`config.mk`:
```
export PLATFORM = sky130hd
export DESIGN_NAME = sram_bank_sequencer
export DESIGN_NICKNAME = d
export VERILOG_FILES = /design/src/rtl/sram_bank_sequencer.sv
export SDC_FILE = /design/constraint.sdc
export NUM_CORES = 1
export LEC_CHECK = 0
export BUFFER_PORTS_ARGS = -buffer_cell sky130_fd_sc_hd__clkbuf_2
export CORE_UTILIZATION = 49
export DETAILED_ROUTE_END_ITERATION = 8
export PLACE_DENSITY = 0.78
export SYNTH_ARGS = -nofsm -noshare
export SYNTH_HDL_FRONTEND = slang
export SYNTH_SLANG_ARGS = --single-unit
```
`constraint.sdc`:
```
create_clock -name clk -period 3.5 [get_ports clk]
set_input_delay 0.525 -clock clk [delete_from_list [all_inputs] [get_ports clk]]
set_output_delay 0.525 -clock clk [all_outputs]
set_load 0.05 [all_outputs]
```
`src/rtl/sram_bank_sequencer.sv`:
```
// Host-side initiator for the two-port SRAM bank: turns single valid/ready
// requests into address/data/enable strobes aligned to Bennett phase edges.
module sram_bank_sequencer #(
    parameter int WIDTH     = 10,
    parameter int ADDR_W    = 5,
    parameter int DATA_W    = 16,
    parameter int PH_ADDR   = 2,
    parameter int PH_DATA   = 4,
    parameter int PH_EN     = 6,
    parameter int PH_WE     = 8,
    parameter int PH_WE_END = 9
) (
    input  logic              clk,
    input  logic              reset,
    input  logic [WIDTH-1:0]  clkpos,
    input  logic              req_valid,
    output logic              req_ready,
    input  logic              req_write,
    input  logic [ADDR_W-1:0] req_addr_a,
    input  logic [ADDR_W-1:0] req_addr_b,
    input  logic [DATA_W-1:0] req_wdata,
    output logic              rsp_valid,
    output logic              rsp_write,
    output logic [DATA_W-1:0] rsp_data_a,
    output logic [DATA_W-1:0] rsp_data_b,
    output logic [ADDR_W-1:0] Addr_A,
    output logic [ADDR_W-1:0] Addr_B,
    output logic [DATA_W-1:0] din,
    output logic              ReadEn,
    output logic              RegWrtBar,
    output logic              WriteEn,
    input  logic [DATA_W-1:0] outA,
    input  logic [DATA_W-1:0] outB
);

    typedef enum logic [2:0] {
        IDLE,
        W_ADDR,
        W_DATA,
        W_EN,
        W_WE,
        W_WEEND,
        W_RWB,
        R_END
    } state_t;

    state_t            state;
    logic [WIDTH-1:0]  clkpos_q;
    logic              armed;
    logic [WIDTH-1:0]  rise;
    logic [WIDTH-1:0]  fall;
    logic              unused_edges;

    logic              write_q;
    logic [ADDR_W-1:0] addr_a_q;
    logic [ADDR_W-1:0] addr_b_q;
    logic [DATA_W-1:0] wdata_q;

    // armed masks the first clk after reset so phases already high are not edges
    assign rise = clkpos & ~clkpos_q & {WIDTH{armed}};
    assign fall = ~clkpos & clkpos_q & {WIDTH{armed}};
    assign unused_edges = ^{rise, fall};

    assign req_ready = (state == IDLE);

    always_ff @(posedge clk or posedge reset) begin
        if (reset) begin
            state      <= IDLE;
            clkpos_q   <= '0;
            armed      <= 1'b0;
            write_q    <= 1'b0;
            addr_a_q   <= '0;
            addr_b_q   <= '0;
            wdata_q    <= '0;
            Addr_A     <= '0;
            Addr_B     <= '0;
            din        <= '0;
            ReadEn     <= 1'b0;
            RegWrtBar  <= 1'b0;
            WriteEn    <= 1'b0;
            rsp_valid  <= 1'b0;
            rsp_write  <= 1'b0;
            rsp_data_a <= '0;
            rsp_data_b <= '0;
        end else begin
            armed     <= 1'b1;
            clkpos_q  <= clkpos;
            rsp_valid <= 1'b0;

            case (state)
                IDLE: begin
                    if (req_valid) begin
                        write_q  <= req_write;
                        addr_a_q <= req_addr_a;
                        addr_b_q <= req_addr_b;
                        wdata_q  <= req_wdata;
                        state    <= W_ADDR;
                    end
                end
                W_ADDR: begin
                    if (rise[PH_ADDR]) begin
                        Addr_A <= addr_a_q;
                        Addr_B <= addr_b_q;
                        state  <= write_q ? W_DATA : W_EN;
                    end
                end
                W_DATA: begin
                    if (rise[PH_DATA]) begin
                        din   <= wdata_q;
                        state <= W_EN;
                    end
                end
                W_EN: begin
                    if (rise[PH_EN]) begin
                        if (write_q) begin
                            RegWrtBar <= 1'b1;
                            state     <= W_WE;
                        end else begin
                            ReadEn <= 1'b1;
                            state  <= R_END;
                        end
                    end
                end
                W_WE: begin
                    if (rise[PH_WE]) begin
                        WriteEn <= 1'b1;
                        state   <= W_WEEND;
                    end
                end
                W_WEEND: begin
                    if (rise[PH_WE_END]) begin
                        WriteEn <= 1'b0;
                        state   <= W_RWB;
                    end
                end
                // RegWrtBar is held until its own phase falls, bracketing WriteEn
                W_RWB: begin
                    if (fall[PH_EN]) begin
                        RegWrtBar <= 1'b0;
                        rsp_valid <= 1'b1;
                        rsp_write <= 1'b1;
                        state     <= IDLE;
                    end
                end
                R_END: begin
                    if (rise[PH_WE]) begin
                        ReadEn     <= 1'b0;
                        rsp_data_a <= outA;
                        rsp_data_b <= outB;
                        rsp_valid  <= 1'b1;
                        rsp_write  <= 1'b0;
                        state      <= IDLE;
                    end
                end
                default: state <= IDLE;
            endcase
        end
    end

endmodule
```
# Word-level counts from Yosys, hierarchy flattened
# Index checks and enable logic that the tools add are counted.
[word_totals] ff_bits=104 latch_bits=0 mem_bits_rw=0 romBits=0 input_bits=72 output_inout_bits=64 word_cells=81 memories=0
[classes] n_addsub=0 multipliers=0 div=0 n_lt_le_gt_ge=0 eq_ne=17 n_shift=0 mux=27 bitwise=6 reduce_logical=14
[op_table] op="two-way mux 3 bit" n=8
[op_table] op="one-hot mux 3 bit (8 select lines)" n=1
[op_table] op="bitwise AND 10 bit" n=2
[op_table] op="inequality test 2 bit, second input constant" n=10
[op_table] op="bitwise AND 7 bit" n=2
[op_table] op="equality test 3 bit, second input constant" n=4
[op_table] op="two-way mux 1 bit" n=12
[op_table] op="NOT 10 bit" n=1
[op_table] op="one-hot mux 1 bit (2 select lines)" n=5
[op_table] op="AND reduction 2 bit" n=4
[op_table] op="AND reduction 4 bit" n=2
[op_table] op="AND reduction 8 bit" n=1
[op_table] op="nonzero test 2 bit" n=4
[op_table] op="NOT 7 bit" n=1
[op_table] op="equality test 3 x 2 -> 1 bit, second input constant" n=2
[op_table] op="AND reduction 3 bit" n=2
[op_table] op="equality test 3 x 1 -> 1 bit, second input constant" n=1
[op_table] op="logical NOT 3 bit" n=1
[op_table] op="two-way mux 2 bit" n=1

# Depth between registers and ports, before layout
[logic_depth] ltp_word=5 mapped_depth=6 mapped_depth_nobuf=5

# Worst setup path before layout
# Ideal clock, no wire load.
[synth_path] path_kind="register to register" from="register state[0]" to="register wdata_q[0]" arrival_time_ns=2.361 slack_ns=1.014 path_stages_with_launch=6 n_path_buf=2 cell_sequence="dfrtp_1 nor3_1 and2_1 buf_4 buf_6 mux2_2"
[synth_between] elab_chain_len=2
[synth_lines] element="start: declaration" line="47" rtl="state_t state;"
[synth_lines] element="start signal: assignment" line="104" rtl="state <= write_q ? W_DATA : W_EN;"
[synth_lines] element="logical NOT 3 bit"
[synth_lines] element="named net req_ready" line="17" rtl="output logic req_ready,"
[synth_lines] element="AND reduction 2 bit (no line)"
[synth_lines] element="end signal: assignment" line="96" rtl="wdata_q <= req_wdata;"
[synth_lines] element="end: declaration" line="57" rtl="logic [DATA_W-1:0] wdata_q;"
# The timed path passes the listed nets, and every way through them passes these cells.
# A chain may end at the register's enable or synchronous reset.

# Final worst setup path
[layout_path] from="register state[2]" to="register rsp_data_b[9]"
[layout_between] elab_chain_len=2
[layout_lines] element="equality test 3 bit" line="90" rtl="case (state)"
[layout_lines] element="AND reduction 2 bit (no line)"
[layout_lines] element="end signal: assignment" line="149" rtl="rsp_data_b <= outB;"
[layout_lines] element="end: declaration" line="25" rtl="output logic [DATA_W-1:0] rsp_data_b,"
# Every way passes these cells.

==> results.toml <==
[sta]
tns_ns = 0
skew_ns = 0.0112
maxSlewViolCount = 0
worst_slew_pin_slew_ns = 0.915
setup_viol = 0
layout_setup_ws_ns = 1.29
relSlewSlack_pct = 39.0
fin_crit_ns = 2.21
hold_viol = 0
timing.hold.ws_ns = 0.292
rsz0062_at_grt = "no"
max_freq_mhz = 453
post-route-period-util_pct = 63.1

[global_route]
grt_pass1_wl_um = 11700
grt_max_degree = 78
grt_pass1_vias = 2503
gr-total-overflow = 0
grt_use_total_pct = 18.0
antenna_found_initial = 0

[power]
switching_power_mw = 2.22
power_density_mw_per_mm2 = 1010
ir_drop_uv = 545
p_seq_share_pct = 39.9
combPwrFrac_pct = 46.5
p_sw_share_pct = 46.0
power_leakage_nw = 2.44
power_mw = 4.83
intPower_mw = 2.61
clkPwrFrac_pct = 13.7

[detailed_routing]
drtIter0Drc = 76
ant_nets = 0
routed_wirelength_um = 6970
vias = 2462
post_drt_wl_per_cell_um = 14.2
drtPass1Iterations = 4
vias_per_cell = 5.02
remaining_drc_errors = 0

[clock_tree]
cts_root_buffer = "clkbuf_8"
clkLatencyLatePin_ns = 0.35
cts_made_buffers = 9
ctsLongestPathBuffers = 2
h-tree-depth = 3
post-cts-setup-buffers = 0
cts.clk_slew.worst_paths_ns = 0.09
cts_tree = "yes"
cts.sinks = 99
cts_resized = 0
ctsHoldBuffers = 0

[finish]
seqCellArea_mm2 = 0.00248
diodes = 0
final_nets = 455
drive_gt1_share_pct = 61.9
final_util_pct = 62.0
multi_input_area_mm2 = 0.00130
fill_cells = 632
final_cell_area_mm2 = 0.00477
finalNonFillerCells = 490
area_growth_pct = 22.8

[synth]
syn_area_mm2 = 0.00388
yosys_most_used_dff = "dfrtp_1"
yosysTopAreaCell = "dfrtp_1"
synth-edff-count = 0
yosysTopAreaCellShare_pct = 63.8
ys_types = 32
synth_seq_area_share_pct = 63.8
syn-num-nets = 321
synthCells = 249
synthArstFlopShare_pct = 100
ys_warn_count = 0
ys_top_cells_by_area = "dfrtp_1, mux2_2, buf_6"
synth_area_per_cell_um2 = 15.6
synth-seq-cells = 99

[placement]
dpl_cell_area_mm2 = 0.00459
dp.cells = 474
dp_hpwl_um = 5050
portBuffers = 130
place_congestion = 0.813
dp_slack_ns = 1.17

[die]
core_area_mm2 = 0.00769
die_w_um = 91.0
dieArea_mm2 = 0.00828
fp-row-count = 32
die_h_um = 91.0
start_util_pct = 50.5
io_pins = 136

[setup_path]
path_buf_inv = 0
critical_path_class = "reg2reg"
start_kind = "flip-flop"
cp_cell_sequence = "nand3_1, nor2_4, mux2_2"
worstPathRequired_ns = 3.73
crit_path_top_delay_cell = "nor2_4"
cpPeakStageDelay_ns = 0.75
end_kind = "flip-flop"
critical_path_arrival_ns = 2.44
worstPathMaxFanout = 34
critPathTopFamily = "simple AND/OR/NAND/NOR gates"

[worst_hold_path]
hold_path.class = "in2reg"

[job]
drv_cap = 0

[outcome]
status = "complete, no violations"
## sequential cells by signal, summed over array words and instances, names as in the netlist
signal / flops
addr_a_q: 5
rsp_data_b: 16
Addr_A: 5
state: 3
rsp_valid: 1
wdata_q: 16
write_q: 1
rsp_data_a: 16
Addr_B: 5
RegWrtBar: 1
ReadEn: 1
armed: 1
clkpos_q: 5
WriteEn: 1
addr_b_q: 5
rsp_write: 1
din: 16
## routing by layer
metal | vias to the layer above | share of wire, % | GRT usage, %
met5 | - | 0 | 0
met4 | 0 | 1.8 | 8.07
met2 | 100 | 47 | 29.5
li1 | 1143 | - | -
met1 | 1208 | 43 | 22.2
met3 | 11 | 8.0 | 5.28
## power by group through the flow
stage / Sequential [mW] / Combinational (mW) / Clock [mW]
floorplan: 2.96 / 0.744 / 0
global placement: 1.91 / 2.23 / 0
detailed placement: 1.96 / 2.27 / 0
CTS: 1.93 / 2.27 / 0.685
global route: 2.00 / 2.36 / 0.722
finish: 1.93 / 2.24 / 0.660
## area by class of cell
cell class / instances / share of cell area [%]
inverter: 3 / 0.289
timing repair buffer: 133 / 14.1
tap: 102 / 2.68
multi-input combinational: 137 / 27.2
clock inverter: 5 / 0.787
sequential: 99 / 52.0
clock buffer: 11 / 2.97
## Yosys cell counts (2+ instances only)
library cell   n
mux2_2        82
o22ai_1        2
nand3_1        3
o21ai_0        3
nor2_1         9
a21oi_1        5
dfrtp_1       99
nor2_4         2
buf_6          6
mux2_1         3
nor3b_1        2
nand2b_1       3
inv_1          3
nand2_1        2
buf_4          4
o31ai_1        4
nand3b_1       2
## worst reg2reg max path: cells and delay by family (launching register included)
family,cells,cell delay (ns)
DFF,1,0.62
muxes,1,0.44
and+or+nand+nor,2,1.04
## cells in the final DEF, fill, tap and decap left out, types with 2 or more instances in the layout
| cell | Yosys | final |
|---|---|---|
| a21oi_1 | 5 | 5 |
| buf_4 | 4 | 3 |
| clkbuf_2 | 0 | 130 |
| clkbuf_8 | 0 | 10 |
| clkinvlp_4 | 0 | 2 |
| dfrtp_1 | 99 | 99 |
| inv_1 | 3 | 2 |
| mux2_1 | 3 | 3 |
| mux2_2 | 82 | 82 |
| nand2_1 | 2 | 2 |
| nand2b_1 | 3 | 3 |
| nand3_1 | 3 | 3 |
| nand3b_1 | 2 | 2 |
| nor2_1 | 9 | 9 |
| nor2_4 | 2 | 2 |
| nor3b_1 | 2 | 2 |
| o21ai_0 | 3 | 3 |
| o22ai_1 | 2 | 2 |
| o31ai_1 | 4 | 4 |
## final timing paths
path                                 end  slack, ns  depth (start not counted)     startpoint
hold reg to reg            rsp_data_b[3]       0.49                          1  rsp_data_b[3]
setup reg to reg           rsp_data_b[9]       1.29                          3       state[2]
hold / removal               clkpos_q[8]       0.29                          1      clkpos[8]
max in group asynchronous    addr_b_q[3]       2.38                          3          reset
setup / recovery           rsp_data_b[9]       1.29                          3       state[2]
min in group asynchronous         din[2]       0.35                          2          reset
## kinds of logic after synthesis
logic type             share of synthesized area (%)
flip-flops                                      63.8
AND/OR/NAND/NOR                                 5.64
other                                         0.0966
multiplexers                                    24.7
buffers and inverters                           2.80
AO/OA/AOI/OAI                                   3.00
Note: power is estimated with default switching activity, not from simulation.
